==> src/rtl/id_ex_stage_reg_pkg.sv <==
// Shared types and constants for the ID/EX stage register and its hazard logic.
// Register indices, ALU opcodes, control bundle and the all-zero bubble.
package id_ex_stage_reg_pkg;

    localparam int REG_W   = 5;
    localparam int ALUOP_W = 4;

    typedef logic [REG_W-1:0] reg_idx_t;

    localparam reg_idx_t REG_ZERO = 5'd0;

    localparam logic [ALUOP_W-1:0] ALU_ADD = 4'h0;
    localparam logic [ALUOP_W-1:0] ALU_SUB = 4'h1;
    localparam logic [ALUOP_W-1:0] ALU_AND = 4'h2;
    localparam logic [ALUOP_W-1:0] ALU_OR  = 4'h3;
    localparam logic [ALUOP_W-1:0] ALU_XOR = 4'h4;
    localparam logic [ALUOP_W-1:0] ALU_NOR = 4'h5;
    localparam logic [ALUOP_W-1:0] ALU_SLT = 4'h6;
    localparam logic [ALUOP_W-1:0] ALU_SLL = 4'h7;
    localparam logic [ALUOP_W-1:0] ALU_SRL = 4'h8;
    localparam logic [ALUOP_W-1:0] ALU_SRA = 4'h9;
    localparam logic [ALUOP_W-1:0] ALU_LUI = 4'hA;

    // Decoded control that travels with an instruction; valid rides along so a
    // bubble is a single all-zero constant.
    typedef struct packed {
        logic valid;
        logic regwrite;
        logic memread;
        logic memwrite;
        logic memtoreg;
        logic alusrc;
        logic rd_sel;
        logic uses_rt;
    } ctrl_t;

    localparam ctrl_t CTRL_BUBBLE = '0;

    function automatic reg_idx_t dest_reg(input logic rd_sel, input reg_idx_t rt, input reg_idx_t rd);
        return rd_sel ? rd : rt;
    endfunction

endpackage

==> src/rtl/id_ex_stage_reg_hazard_detect.sv <==
// Load-use hazard detection and front-end write enables; purely combinational, 0 cycles.
// Backpressure: drops pc_write/ifid_write while EX is busy or a load-use bubble is being inserted.
module hazard_detect
    import id_ex_stage_reg_pkg::*;
(
    input  logic             valid_ex,
    input  logic             memread_ex,
    input  logic             rd_sel_ex,
    input  logic [REG_W-1:0] rt_ex,
    input  logic [REG_W-1:0] rd_ex,
    input  logic             valid_id,
    input  logic [REG_W-1:0] rs_id,
    input  logic [REG_W-1:0] rt_id,
    input  logic             uses_rt_id,
    input  logic             flush_ex,
    input  logic             ex_busy,
    output logic             load_use,
    output logic             pc_write,
    output logic             ifid_write
);

    reg_idx_t ex_dest;
    logic     rs_hit;
    logic     rt_hit;
    logic     front_hold;

    always_comb begin
        ex_dest = dest_reg(rd_sel_ex, rt_ex, rd_ex);
        rs_hit  = (ex_dest == rs_id);
        rt_hit  = uses_rt_id && (ex_dest == rt_id);
        // $0 is hard-wired, so a load targeting it never produces a dependency.
        load_use = memread_ex && valid_ex && valid_id && (ex_dest != REG_ZERO) && (rs_hit || rt_hit);
        // A taken branch redirects the front end, so a killed dependent must not hold it.
        front_hold = ex_busy || (load_use && !flush_ex);
        pc_write   = !front_hold;
        ifid_write = !front_hold;
    end

endmodule

==> src/rtl/id_ex_stage_reg.sv <==
// ID/EX pipeline register with load-use bubble insertion and a saturating stall counter.
// Latency 1 cycle ID->EX; ex_busy freezes the register, a load-use inserts one bubble.
module id_ex_stage_reg
    import id_ex_stage_reg_pkg::*;
#(
    parameter int DW      = 32,
    parameter int ALUOP_W = id_ex_stage_reg_pkg::ALUOP_W,
    parameter int CNT_W   = 16
) (
    input  logic               clk,
    input  logic               rst,
    input  logic               valid_id,
    input  logic [REG_W-1:0]   rs_id,
    input  logic [REG_W-1:0]   rt_id,
    input  logic [REG_W-1:0]   rd_id,
    input  logic               rd_sel_id,
    input  logic               uses_rt_id,
    input  logic               regwrite_id,
    input  logic               memread_id,
    input  logic               memwrite_id,
    input  logic               memtoreg_id,
    input  logic               alusrc_id,
    input  logic [ALUOP_W-1:0] aluop_id,
    input  logic [DW-1:0]      rdata1_id,
    input  logic [DW-1:0]      rdata2_id,
    input  logic [DW-1:0]      imm_id,
    input  logic               flush_ex,
    input  logic               ex_busy,
    output logic               valid_ex,
    output logic [REG_W-1:0]   rs_ex,
    output logic [REG_W-1:0]   rt_ex,
    output logic [REG_W-1:0]   rd_ex,
    output logic               rd_sel_ex,
    output logic               uses_rt_ex,
    output logic               regwrite_ex,
    output logic               memread_ex,
    output logic               memwrite_ex,
    output logic               memtoreg_ex,
    output logic               alusrc_ex,
    output logic [ALUOP_W-1:0] aluop_ex,
    output logic [DW-1:0]      rdata1_ex,
    output logic [DW-1:0]      rdata2_ex,
    output logic [DW-1:0]      imm_ex,
    output logic               pc_write,
    output logic               ifid_write,
    output logic [CNT_W-1:0]   stall_cnt
);

    typedef struct packed {
        ctrl_t              ctrl;
        reg_idx_t           rs;
        reg_idx_t           rt;
        reg_idx_t           rd;
        logic [ALUOP_W-1:0] aluop;
        logic [DW-1:0]      rdata1;
        logic [DW-1:0]      rdata2;
        logic [DW-1:0]      imm;
    } ex_reg_t;

    ex_reg_t ex_q;
    ex_reg_t ex_d;
    logic    load_use;
    logic    bubble;
    logic    capture;
    logic    count_stall;

    hazard_detect u_hazard_detect (
        .valid_ex   (ex_q.ctrl.valid),
        .memread_ex (ex_q.ctrl.memread),
        .rd_sel_ex  (ex_q.ctrl.rd_sel),
        .rt_ex      (ex_q.rt),
        .rd_ex      (ex_q.rd),
        .valid_id   (valid_id),
        .rs_id      (rs_id),
        .rt_id      (rt_id),
        .uses_rt_id (uses_rt_id),
        .flush_ex   (flush_ex),
        .ex_busy    (ex_busy),
        .load_use   (load_use),
        .pc_write   (pc_write),
        .ifid_write (ifid_write)
    );

    always_comb begin
        ex_d.ctrl.valid    = valid_id;
        ex_d.ctrl.regwrite = regwrite_id;
        ex_d.ctrl.memread  = memread_id;
        ex_d.ctrl.memwrite = memwrite_id;
        ex_d.ctrl.memtoreg = memtoreg_id;
        ex_d.ctrl.alusrc   = alusrc_id;
        ex_d.ctrl.rd_sel   = rd_sel_id;
        ex_d.ctrl.uses_rt  = uses_rt_id;
        ex_d.rs            = rs_id;
        ex_d.rt            = rt_id;
        ex_d.rd            = rd_id;
        ex_d.aluop         = aluop_id;
        ex_d.rdata1        = rdata1_id;
        ex_d.rdata2        = rdata2_id;
        ex_d.imm           = imm_id;
    end

    // Flush outranks busy, busy outranks load-use: a held load is re-checked once busy drops.
    always_comb begin
        bubble      = flush_ex || (!ex_busy && load_use);
        capture     = !flush_ex && !ex_busy && !load_use;
        count_stall = !flush_ex && !ex_busy && load_use;
    end

    always_ff @(posedge clk) begin
        if (rst || bubble) begin
            ex_q      <= '0;
            ex_q.ctrl <= CTRL_BUBBLE;
        end else if (capture) begin
            ex_q <= ex_d;
        end
    end

    always_ff @(posedge clk) begin
        if (rst) begin
            stall_cnt <= '0;
        end else if (count_stall && (stall_cnt != {CNT_W{1'b1}})) begin
            stall_cnt <= stall_cnt + 1'b1;
        end
    end

    assign valid_ex    = ex_q.ctrl.valid;
    assign regwrite_ex = ex_q.ctrl.regwrite;
    assign memread_ex  = ex_q.ctrl.memread;
    assign memwrite_ex = ex_q.ctrl.memwrite;
    assign memtoreg_ex = ex_q.ctrl.memtoreg;
    assign alusrc_ex   = ex_q.ctrl.alusrc;
    assign rd_sel_ex   = ex_q.ctrl.rd_sel;
    assign uses_rt_ex  = ex_q.ctrl.uses_rt;
    assign rs_ex       = ex_q.rs;
    assign rt_ex       = ex_q.rt;
    assign rd_ex       = ex_q.rd;
    assign aluop_ex    = ex_q.aluop;
    assign rdata1_ex   = ex_q.rdata1;
    assign rdata2_ex   = ex_q.rdata2;
    assign imm_ex      = ex_q.imm;

endmodule

==> config.mk <==
export PLATFORM = sky130hd
export DESIGN_NAME = id_ex_stage_reg
export DESIGN_NICKNAME = d
export VERILOG_FILES = /design/src/rtl/id_ex_stage_reg_pkg.sv /design/src/rtl/id_ex_stage_reg_hazard_detect.sv /design/src/rtl/id_ex_stage_reg.sv
export SDC_FILE = /design/constraint.sdc
export NUM_CORES = 1
export LEC_CHECK = 0
export ABC_AREA = 1
export CAP_MARGIN = 20
export CORE_MARGIN = 4
export CORE_UTILIZATION = 33
export CTS_BUF_LIST = sky130_fd_sc_hd__clkbuf_16
export CTS_CLUSTER_DIAMETER = 60
export DETAILED_ROUTE_END_ITERATION = 7
export GPL_ROUTABILITY_DRIVEN = 0
export GPL_TIMING_DRIVEN = 0
export PLACE_DENSITY = 0.79
export SLEW_MARGIN = 20
export SYNTH_ARGS = -nofsm -noshare
export SYNTH_HDL_FRONTEND = slang
export SYNTH_SLANG_ARGS = --single-unit
==> constraint.sdc <==
create_clock -name clk -period 1.8 [get_ports clk]
set_input_delay 0.18 -clock clk [delete_from_list [all_inputs] [get_ports clk]]
set_output_delay 0.18 -clock clk [all_outputs]
set_load 0.01 [all_outputs]
# Yosys cells after proc, flatten, opt, wreduce, memory -nomap -nowiden

Cells that the tools add are included.

Equality and inequality tests: 3
Reduce and logical (&&, ||, !) cells: 20
Muxes and demuxes: 1
Add/subtract/negate cells: 1

Operators with widths:

| kind                  | number |
|---|---|
| $add 16x1->16 const B | 1 |
| $ne 16x16->1 const B  | 1 |
| $logic_and 1x1->1     | 11 |
| $eq 5x5->1            | 2 |
| $mux 5                | 1 |
| $reduce_bool 5->1     | 1 |
| $logic_not 1->1       | 4 |
| $logic_or 1x1->1      | 4 |

Input port bits: 127
Register bits: 139
Word-level logic and storage cells: 41
Output and inout port bits: 141

# Depth between registers and ports, before layout

Gate-level depths: netlist (run 1).

Word-level depth: 8
Gate-level depth with buffers: 14
Depth with buffers taken out: 12

# Hierarchy

A second synthesis (run 1) with hierarchy kept.

Cell total of the unflattened synthesis: 775
Area, all modules: 5574.1 µm²

Modules (own cells, without submodules):

| module          | cells an instance | sequential area each (µm²) | times used | area each (µm²) |
|---|---|---|---|---|
| id_ex_stage_reg | 689               | 2782.7                     | 1          | 5178.7 |
| hazard_detect   | 86                | 0.0                        | 1          | 395.4 |

# Worst setup path before layout (run 1)

OpenSTA, ideal clock, no wires.

Kind: flip-flop to output port
From: register ex_q (netlist bit rd_sel_ex)
To: output pc_write
Arrival: 1.763 ns
Data required time: 1.620 ns
Stages on the path, launching flop included: 12
Path buffers: 3
Slack: -0.143 ns
Cells stage by stage: dfxtp_1 buf_4 nand2_1 nand2_1 xor2_1 nand3_1 nand2_2 nand2_2 clkbuf_1 o21bai_1 inv_1 buf_4

Cells in the longest elaborated chain, start to end: 8
Elaborated cells between the ends (all ways): 11
Those cells by class: 2 x eq/ne; 1 x mux; 8 x reduce/logical

Ends and longest elaborated chain:

| what                | line                                | text |
|---|---|---|
| start, declared     | id_ex_stage_reg.sv:60               | `ex_reg_t ex_q;` |
| $mux 5 *            | id_ex_stage_reg_pkg.sv:40           | `return rd_sel ? rd : rt;` |
| $eq 5x5->1          | id_ex_stage_reg_hazard_detect.sv:30 | `rt_hit = uses_rt_id && (ex_dest == rt_id);` |
| $logic_and 1x1->1   | id_ex_stage_reg_hazard_detect.sv:30 |  |
| $logic_or 1x1->1    | id_ex_stage_reg_hazard_detect.sv:32 | `load_use = memread_ex && valid_ex && valid_id && (ex_dest != REG_ZERO) && (rs_hit \|\| rt_hit);` |
| $logic_and 1x1->1 * | id_ex_stage_reg_hazard_detect.sv:32 |  |
| $logic_and 1x1->1 * | id_ex_stage_reg_hazard_detect.sv:34 | `front_hold = ex_busy \|\| (load_use && !flush_ex);` |
| $logic_or 1x1->1 *  | id_ex_stage_reg_hazard_detect.sv:34 |  |
| $logic_not 1->1 *   | --                                  |  |
| end, declared       | id_ex_stage_reg.sv:44               | `output logic pc_write,` |

Mark *: on every way between the ends. The rest lies on a longest branch, timed or not.

# Worst setup path after layout (run 1)

From: register ex_q (netlist bit rd_sel_ex)
To: output pc_write

Cells in the longest elaborated chain, start to end: 8
Elaborated cells between the ends (all ways): 11
Those cells by class: 2 x eq/ne; 1 x mux; 8 x reduce/logical

Ends and longest elaborated chain:

| what                | line                                | text |
|---|---|---|
| $mux 5 *            | id_ex_stage_reg_pkg.sv:40           |  |
| $eq 5x5->1          | id_ex_stage_reg_hazard_detect.sv:30 |  |
| $logic_and 1x1->1   | id_ex_stage_reg_hazard_detect.sv:30 |  |
| $logic_or 1x1->1    | id_ex_stage_reg_hazard_detect.sv:32 |  |
| $logic_and 1x1->1 * | id_ex_stage_reg_hazard_detect.sv:32 |  |
| $logic_and 1x1->1 * | id_ex_stage_reg_hazard_detect.sv:34 |  |
| $logic_or 1x1->1 *  | id_ex_stage_reg_hazard_detect.sv:34 |  |
| $logic_not 1->1 *   | id_ex_stage_reg_hazard_detect.sv:35 | `pc_write = !front_hold;` |

Marked as above.

==> results of run 1 <==
cell families after synthesis:
kind of cell	synth area share, %
simple gates	30.5
flops	47.7
compound gates	12.4
buf+inv	8.97
xor+xnor	0.150
fa+ha+maj	0.215
layout make-up:
class                           instances  area (µm²)  area share, %
Timing Repair Buffer                  285        2850           28.8
Sequential cell                       139        2790           28.1
Multi-Input combinational cell        545        2640           26.7
Inverter                               56         215           2.17
Clock inverter                         15         164           1.66
Buffer                                 58         534           5.39
Tap cell                              225         282           2.84
Clock buffer                           17         425           4.30
worst min-delay path, delay by kind of cell:
kind / cells / cell delay [ns]
AO/OA/AOI/OAI: 1 / 0.06
buffers and inverters: 1 / 0.40
AND/OR/NAND/NOR: 1 / 0.08
flip-flops by register name, indices dropped and copies added, names as in the netlist, 4 cells and up:
signal	flops
aluop_ex	4
rd_ex	5
rt_ex	5
rdata1_ex	32
stall_cnt	16
rs_ex	5
rdata2_ex	32
imm_ex	32
repair_timing:
action                                 in CTS  in global routing
setup buffers                              13                  2
endpoints found under the hold margin       0                  0
setup endpoints to repair                 137                141
pin swaps                                  16                 12
cloned                                      3                  0
resized for setup                          95                 22
cells in the final DEF (no fill, tap or decap), types with 2 or more instances in the layout:
master	instances
clkdlybuf4s50_1	265
clkbuf_2	6
buf_2	4
inv_6	8
nor2_1	42
nand3b_1	5
nand2_4	5
buf_4	17
nand2_1	179
nand4_1	20
nand2_8	2
buf_8	8
bufinv_16	2
clkbuf_1	13
nand3_2	3
dfxtp_1	137
nand2_2	8
a21oi_1	122
inv_1	56
o21bai_1	13
nand3_1	137
buf_12	2
clkbuf_16	18
clkinvlp_4	4
nor2_2	3
buf_6	25
per-stage QoR:
| stage | area [µm²] | hold WS (ns) | worst slack (ns) | cells |
|---|---|---|---|---|
| finish | 9900 | 0.332 | -0.524 | 1340 |
| global route | 9900 | 0.323 | -0.676 | 1340 |
| CTS | 9830 | 0.309 | -0.537 | 1338 |
| detailed placement | 8800 | 0.450 | -0.773 | 1291 |
| global placement | 8800 | 0.445 | -0.750 | 1291 |
| floorplan | 5850 | 0.340 | 0.00665 | 799 |
final timing paths:
kind	from	to	slack, ns	cells past startpoint
worst max-delay path	rd_sel_ex	pc_write	-0.52	13
worst min-delay path	rdata2_id[4]	rdata2_ex[4]	0.33	3
worst max register to register	rd_sel_ex	imm_ex[20]	-0.36	13
worst min register to register	rdata2_ex[18]	rdata2_ex[18]	0.46	2
power by group:
part	switching, µW	internal [µW]
logic	395	534
clock network	1480	2070
registers	34.0	3130
total	1910	5740
layer usage:
layer	wire length, µm	GRT usage (%)
met3	1630	6.51
met2	10500	35.3
met5	0	0
met1	9070	25.7
met4	365	6.43
==> impl_metrics.env, run 1 <==
export IMPL_failed_checks="setup timing"
export IMPL_grt_usage_pct=21.0
export IMPL_cellPowerDensity_nw_per_um2=772
export IMPL_antenna_left=0
export IMPL_ys_seq_elements=139
export IMPL_worst_pin_slew_ns=0.605
export IMPL_grt_max_degree=17
export IMPL_finalHoldViolCount=0
export IMPL_first_global_vias=6321
export IMPL_seq_area_frac_synth_pct=47.7
export IMPL_crit_top_cell="buf_6"
export IMPL_drt_total_wl_um=21600
export IMPL_tns_ns=-35.85
export IMPL_dr_pass1_iters=5
export IMPL_synth_edf_count=0
export IMPL_drive_gt1_share_pct=11.0
export IMPL_setup_viol=141
export IMPL_rows=48
export IMPL_cts_clk_slew_worst_paths_ns=0.07
export IMPL_critPathArrivalTime_ns=2.14
export IMPL_crit_family="simple AND/OR/NAND/NOR gates"
export IMPL_synth_area_leaders="dfxtp_1, nand2_1, nand3_1"
export IMPL_die_area_um2=19900
export IMPL_final_nets=1230
export IMPL_slowest_stage="dfxtp_4"
export IMPL_cp_cell_sequence="buf_6 > nand2_2 > nand3_2 > nand2_1 > nor2_2 > nand3_2 > nand2_4 > nand2_8 > clkbuf_16 > o21bai_1 > inv_1 > buf_6 > buf_6"
export IMPL_die_x_um=141
export IMPL_viasPerCell=4.96
export IMPL_synthArstFlopShare_pct=0
export IMPL_coreArea_um2=17300
export IMPL_dp_hpwl_um=15600
export IMPL_syn_instance_count=799
export IMPL_cp_num_buf_inv=5
export IMPL_drc_errors=0
export IMPL_max_stage_delay_ns=0.39
export IMPL_fmax_ghz=0.430
export IMPL_synth_top_area_share_pct=47.7
export IMPL_yosys_top_cells_count="nand2_1, nand3_1, dfxtp_1"
export IMPL_nFillCells=1583
export IMPL_finalCritPeriodShare_pct=129
export IMPL_worstSetupEndpointType="output pin"
export IMPL_syn_area_um2=5830
export IMPL_synth_cell_types=20
export IMPL_maxCapViolCount=0
export IMPL_cts_buffer_depth=2
export IMPL_io_pins=268
export IMPL_setup_slack_ns=-0.524
export IMPL_syn_avg_cell_area_um2=7.29
export IMPL_crit_required_ns=1.62
export IMPL_drtIter0Drc=256
export IMPL_outcome="finished with violations"
export IMPL_htree_levels=4
export IMPL_hold_path_class="input pin to flop"
export IMPL_startpoint_type="flop"
export IMPL_skew_ns=0.00659
export IMPL_p_total_uw=7640
export IMPL_final_util_pct=57.3
export IMPL_wl_per_cell_um=16.1
export IMPL_area_growth_pct=69.9
export IMPL_cts_buffers=17
export IMPL_cts_sink_count=139
export IMPL_die_y_um=141
export IMPL_initial_core_util_pct=33.7
export IMPL_syn_nets=927
export IMPL_ir_worst_vdd_mv=0.629
export IMPL_cts_tree="yes"
export IMPL_grt_first_pass_wirelength_um=33300
export IMPL_layout_min_cycle_time_ns=2.32
export IMPL_synth_largest_area_cell="dfxtp_1"
export IMPL_rsz0062_at_grt="true"
export IMPL_grt_antenna_before_repair=0
export IMPL_vias=6650
export IMPL_hold_buffers=0
export IMPL_clkLatencyLatePin_ns=0.42
export IMPL_synth_most_common_cell="nand2_1"
export IMPL_path_class="flop to output pin"
export IMPL_p_leak_uw=0.00365
export IMPL_io_buffers=267
export IMPL_critPathMaxFanout=5
export IMPL_yosysWarnings=0
export IMPL_clockRootBuffer="clkbuf_16"
export IMPL_slew_headroom_pct=59.7
export IMPL_ys_flop_type="dfxtp_1"
export IMPL_grt_overflow=0
export IMPL_final_max_slew_violation_count=0
export IMPL_insertedDiodeCount=0
No activity file was read; power rests on OpenSTA's default activity.
==> inputs of run 2 (changes only) <==
Settings changed: SLEW_MARGIN 20 to 10.
==> results of run 2 <==
Same layout as run 1: the final DEF is identical, and so are final timing and power.
==> inputs of run 3 (changes only) <==
Settings changed: ABC_AREA 1 to 0, CORE_UTILIZATION 33 to 35, GPL_TIMING_DRIVEN 0 to default, PLACE_DENSITY 0.79 to 0.86.
==> run 3 against run 2 <==
Compared with the run above:
- the flow still finishes with violations (setup timing)
- cell count fell by 23%
- critical path depth rose by 1
- register-to-register slack got worse by 0.37 ns
- clock skew rose by 0.0018 ns
- sequential power rose by 1%
- sequential cell count did not move
- die area fell by 18%
- clock power rose by 6.2%
- worst hold slack got worse by 0.14 ns
- sequential share of layout area rose by 1.5 points
- clock-buffer cell count did not move
- largest power group unchanged
==> impl_metrics.env, run 3 <==
export IMPL_regArea_um2=2790
export IMPL_hold_path_class="input pin to flop"
export IMPL_worst_pin_slew_ns=0.564
export IMPL_maxCapViolCount=0
export IMPL_route_met2_wl_um=9640
export IMPL_critPathMaxFanout=12
export IMPL_die_y_um=127
export IMPL_io_pins=268
export IMPL_grt_first_pass_wirelength_um=28000
export IMPL_slowest_stage="dfxtp_4"
export IMPL_whs_endpoint="rdata2_ex[28]"
export IMPL_setup_viol=141
export IMPL_area_growth_pct=88.1
export IMPL_clkLatencyLatePin_ns=0.42
export IMPL_dr_pass1_iters=5
export IMPL_grt_max_degree=54
export IMPL_r2r_start="rd_sel_ex"
export IMPL_ff2ff_setup_slack_ns=-0.73
export IMPL_viasPerCell=5.17
export IMPL_failed_checks="setup timing"
export IMPL_grt_usage_pct=21.9
export IMPL_hold_start="ex_busy"
export IMPL_outcome="finished with violations"
export IMPL_coreArea_um2=13900
export IMPL_ir_worst_vdd_mv=0.643
export IMPL_whs_ns=0.187
export IMPL_synth_area_leaders="dfxtp_1, a22oi_1, nor2_1"
export IMPL_wl_met1_um=7520
export IMPL_critPathArrivalTime_ns=2.84
export IMPL_first_global_vias=5363
export IMPL_seqPwrFrac_pct=40.0
export IMPL_wl_met3_um=1540
export IMPL_cts_buffers=17
export IMPL_die_area_um2=16300
export IMPL_drt_total_wl_um=19100
export IMPL_skew_ns=0.00843
export IMPL_finalHoldViolCount=0
export IMPL_worstSetupEndpointType="flop"
export IMPL_final_util_pct=67.5
export IMPL_final_nets=968
export IMPL_syn_nets=656
export IMPL_worstRegToRegCells=14
export IMPL_rows=43
export IMPL_top_layer="met4"
export IMPL_combinationalPowerShare_pct=12.9
export IMPL_p_leak_uw=0.00359
export IMPL_synth_most_common_cell="dfxtp_1"
export IMPL_synth_cell_types=31
export IMPL_yosysWarnings=0
export IMPL_antenna_left=0
export IMPL_cts_clk_slew_worst_paths_ns=0.06
export IMPL_clockRootBuffer="clkbuf_16"
export IMPL_cp_cell_sequence="buf_6 > mux2i_4 > buf_4 > buf_4 > xor2_1 > nand4_1 > buf_4 > nand2_1 > nor2_4 > buf_12 > buf_12 > buf_16 > a22oi_1 > nor2_1"
export IMPL_cellPowerDensity_nw_per_um2=853
export IMPL_p_sw_uw=1890
export IMPL_crit_top_cell="buf_4"
export IMPL_final_max_slew_violation_count=0
export IMPL_setup_slack_ns=-0.731
export IMPL_synth_top_area_share_pct=55.7
export IMPL_yosys_top_cells_count="dfxtp_1, nor2_1, a22oi_1"
export IMPL_syn_instance_count=528
export IMPL_final_cell_mix="clkdlybuf4s50_1, dfxtp_1, nor2_1, a22oi_1, buf_4"
export IMPL_grt_antenna_before_repair=2
export IMPL_syn_area_um2=5000
export IMPL_p_int_uw=6130
export IMPL_synth_largest_area_cell="dfxtp_1"
export IMPL_reg2reg_to="rdata2_ex[25]"
export IMPL_synth_edf_count=0
export IMPL_grt_overflow=0
export IMPL_max_stage_delay_ns=0.37
export IMPL_io_buffers=267
export IMPL_drc_errors=0
export IMPL_vias=5347
export IMPL_htree_levels=4
export IMPL_startpoint_type="flop"
export IMPL_layout_min_cycle_time_ns=2.53
export IMPL_swShare_pct=23.6
export IMPL_drive_gt1_share_pct=17.6
export IMPL_fmax_ghz=0.395
export IMPL_syn_avg_cell_area_um2=9.46
export IMPL_wl_per_cell_um=18.5
export IMPL_drtIter0Drc=489
export IMPL_hold_buffers=0
export IMPL_initial_core_util_pct=35.9
export IMPL_slew_headroom_pct=62.4
export IMPL_cts_sink_count=139
export IMPL_crit_required_ns=2.10
export IMPL_worstHoldPathCells=3
export IMPL_path_class="flop to flop"
export IMPL_ys_flop_type="dfxtp_1"
export IMPL_finalCritPeriodShare_pct=141
export IMPL_placed_area_um2=8200
export IMPL_nFillCells=1025
export IMPL_rsz0062_at_grt="true"
export IMPL_dp_hpwl_um=12100
export IMPL_synthArstFlopShare_pct=0
export IMPL_seq_area_frac_synth_pct=55.7
export IMPL_die_x_um=127
export IMPL_ys_seq_elements=139
export IMPL_final_area_um2=9400
export IMPL_final_common_cell="clkdlybuf4s50_1"
export IMPL_cts_tree="yes"
export IMPL_multi_input_area_um2=2250
export IMPL_power_share_clock_pct=47.0
export IMPL_cts_buffer_depth=2
run 3: changes by cell type after synthesis, moves of 8 or more:
cell,change
a21oi_1,-118
a22oi_1,+123
buf_2,-8
buf_4,-17
inv_1,-53
nand2_1,-188
nand3_1,-131
nand4_1,-12
nor2_1,+92
o21bai_1,-13
xor2_1,+12
run 3: cells by family (layout without fill, tap and decap cells):
| group | count (synthesis) | count (layout) | synth area share, % |
|---|---|---|---|
| fa+ha+maj | 1 | 1 | 0.250 |
| other cells | 0 | 2 | 0 |
| buf+inv | 48 | 373 | 4.11 |
| xor+xnor | 20 | 20 | 3.51 |
| flops | 139 | 139 | 55.7 |
| mux | 6 | 6 | 1.35 |
| simple gates | 180 | 180 | 15.3 |
| compound gates | 134 | 134 | 19.8 |
run 3: stage by stage:
step	cells	setup TNS (ns)	worst slack, ns	power, µW
2_1_floorplan	528	-51.62	-0.517	3640
3_3_place_gp	980	-59.14	-0.623	4170
3_5_place_dp	980	-65.64	-0.700	4190
4_1_cts	1022	-80.56	-0.767	8020
5_1_grt	1035	-104.01	-0.814	8290
6_report	1035	-90.75	-0.731	8020
run 3: power by group through the flow:
stage	clock (µW)	combinational (µW)	sequential, µW
floorplan	0	319	3320
global placement	0	899	3270
detailed placement	0	908	3280
CTS	3820	984	3210
global route	3970	1110	3220
finish	3770	1040	3210
run 3: worst max path at each step:
stage	cells past startpoint	slack [ns]	startpoint	to
after global placement	8	-0.62	rd_sel_ex	pc_write
after detailed placement	8	-0.70	rd_sel_ex	ifid_write
after CTS	11	-0.77	rd_sel_ex	stall_cnt[5]
after floorplan	10	-0.52	rd_sel_ex	stall_cnt[14]
after global routing	8	-0.81	rd_sel_ex	pc_write
final	14	-0.73	rd_sel_ex	rdata2_ex[25]
run 3: cell type report:
| type | count | area share (%) |
|---|---|---|
| antenna | 2 | 0.0532 |
| clock buffer | 17 | 4.52 |
| clock inverter | 15 | 2.25 |
| inverter | 2 | 0.0799 |
| multi-input combinational | 341 | 23.9 |
| sequential | 139 | 29.6 |
| tap | 180 | 2.40 |
| timing repair buffer | 339 | 37.2 |
run 3: timing repair:
action	in CTS	in global routing
resized for setup	35	24
setup endpoints to repair	141	141
gates cloned	4	5
pin swaps	16	17
buffers inserted	6	6
run 3: routing by layer:
layer	up-vias	GRT usage (%)
met2	248	36.6
met5	-	0
met3	35	8.49
met4	0	9.72
li1	2513	-
met1	2551	24.7
run 3: critical path: cells and delay by family (launching register included):
kind,cells,cell delay (ns)
AOI/OAI and AO/OA,1,0.18
xor gates and xnor gates,1,0.16
buffers and inverters,7,0.99
DFF,1,0.37
muxes,1,0.25
and+or+nand+nor,4,0.45
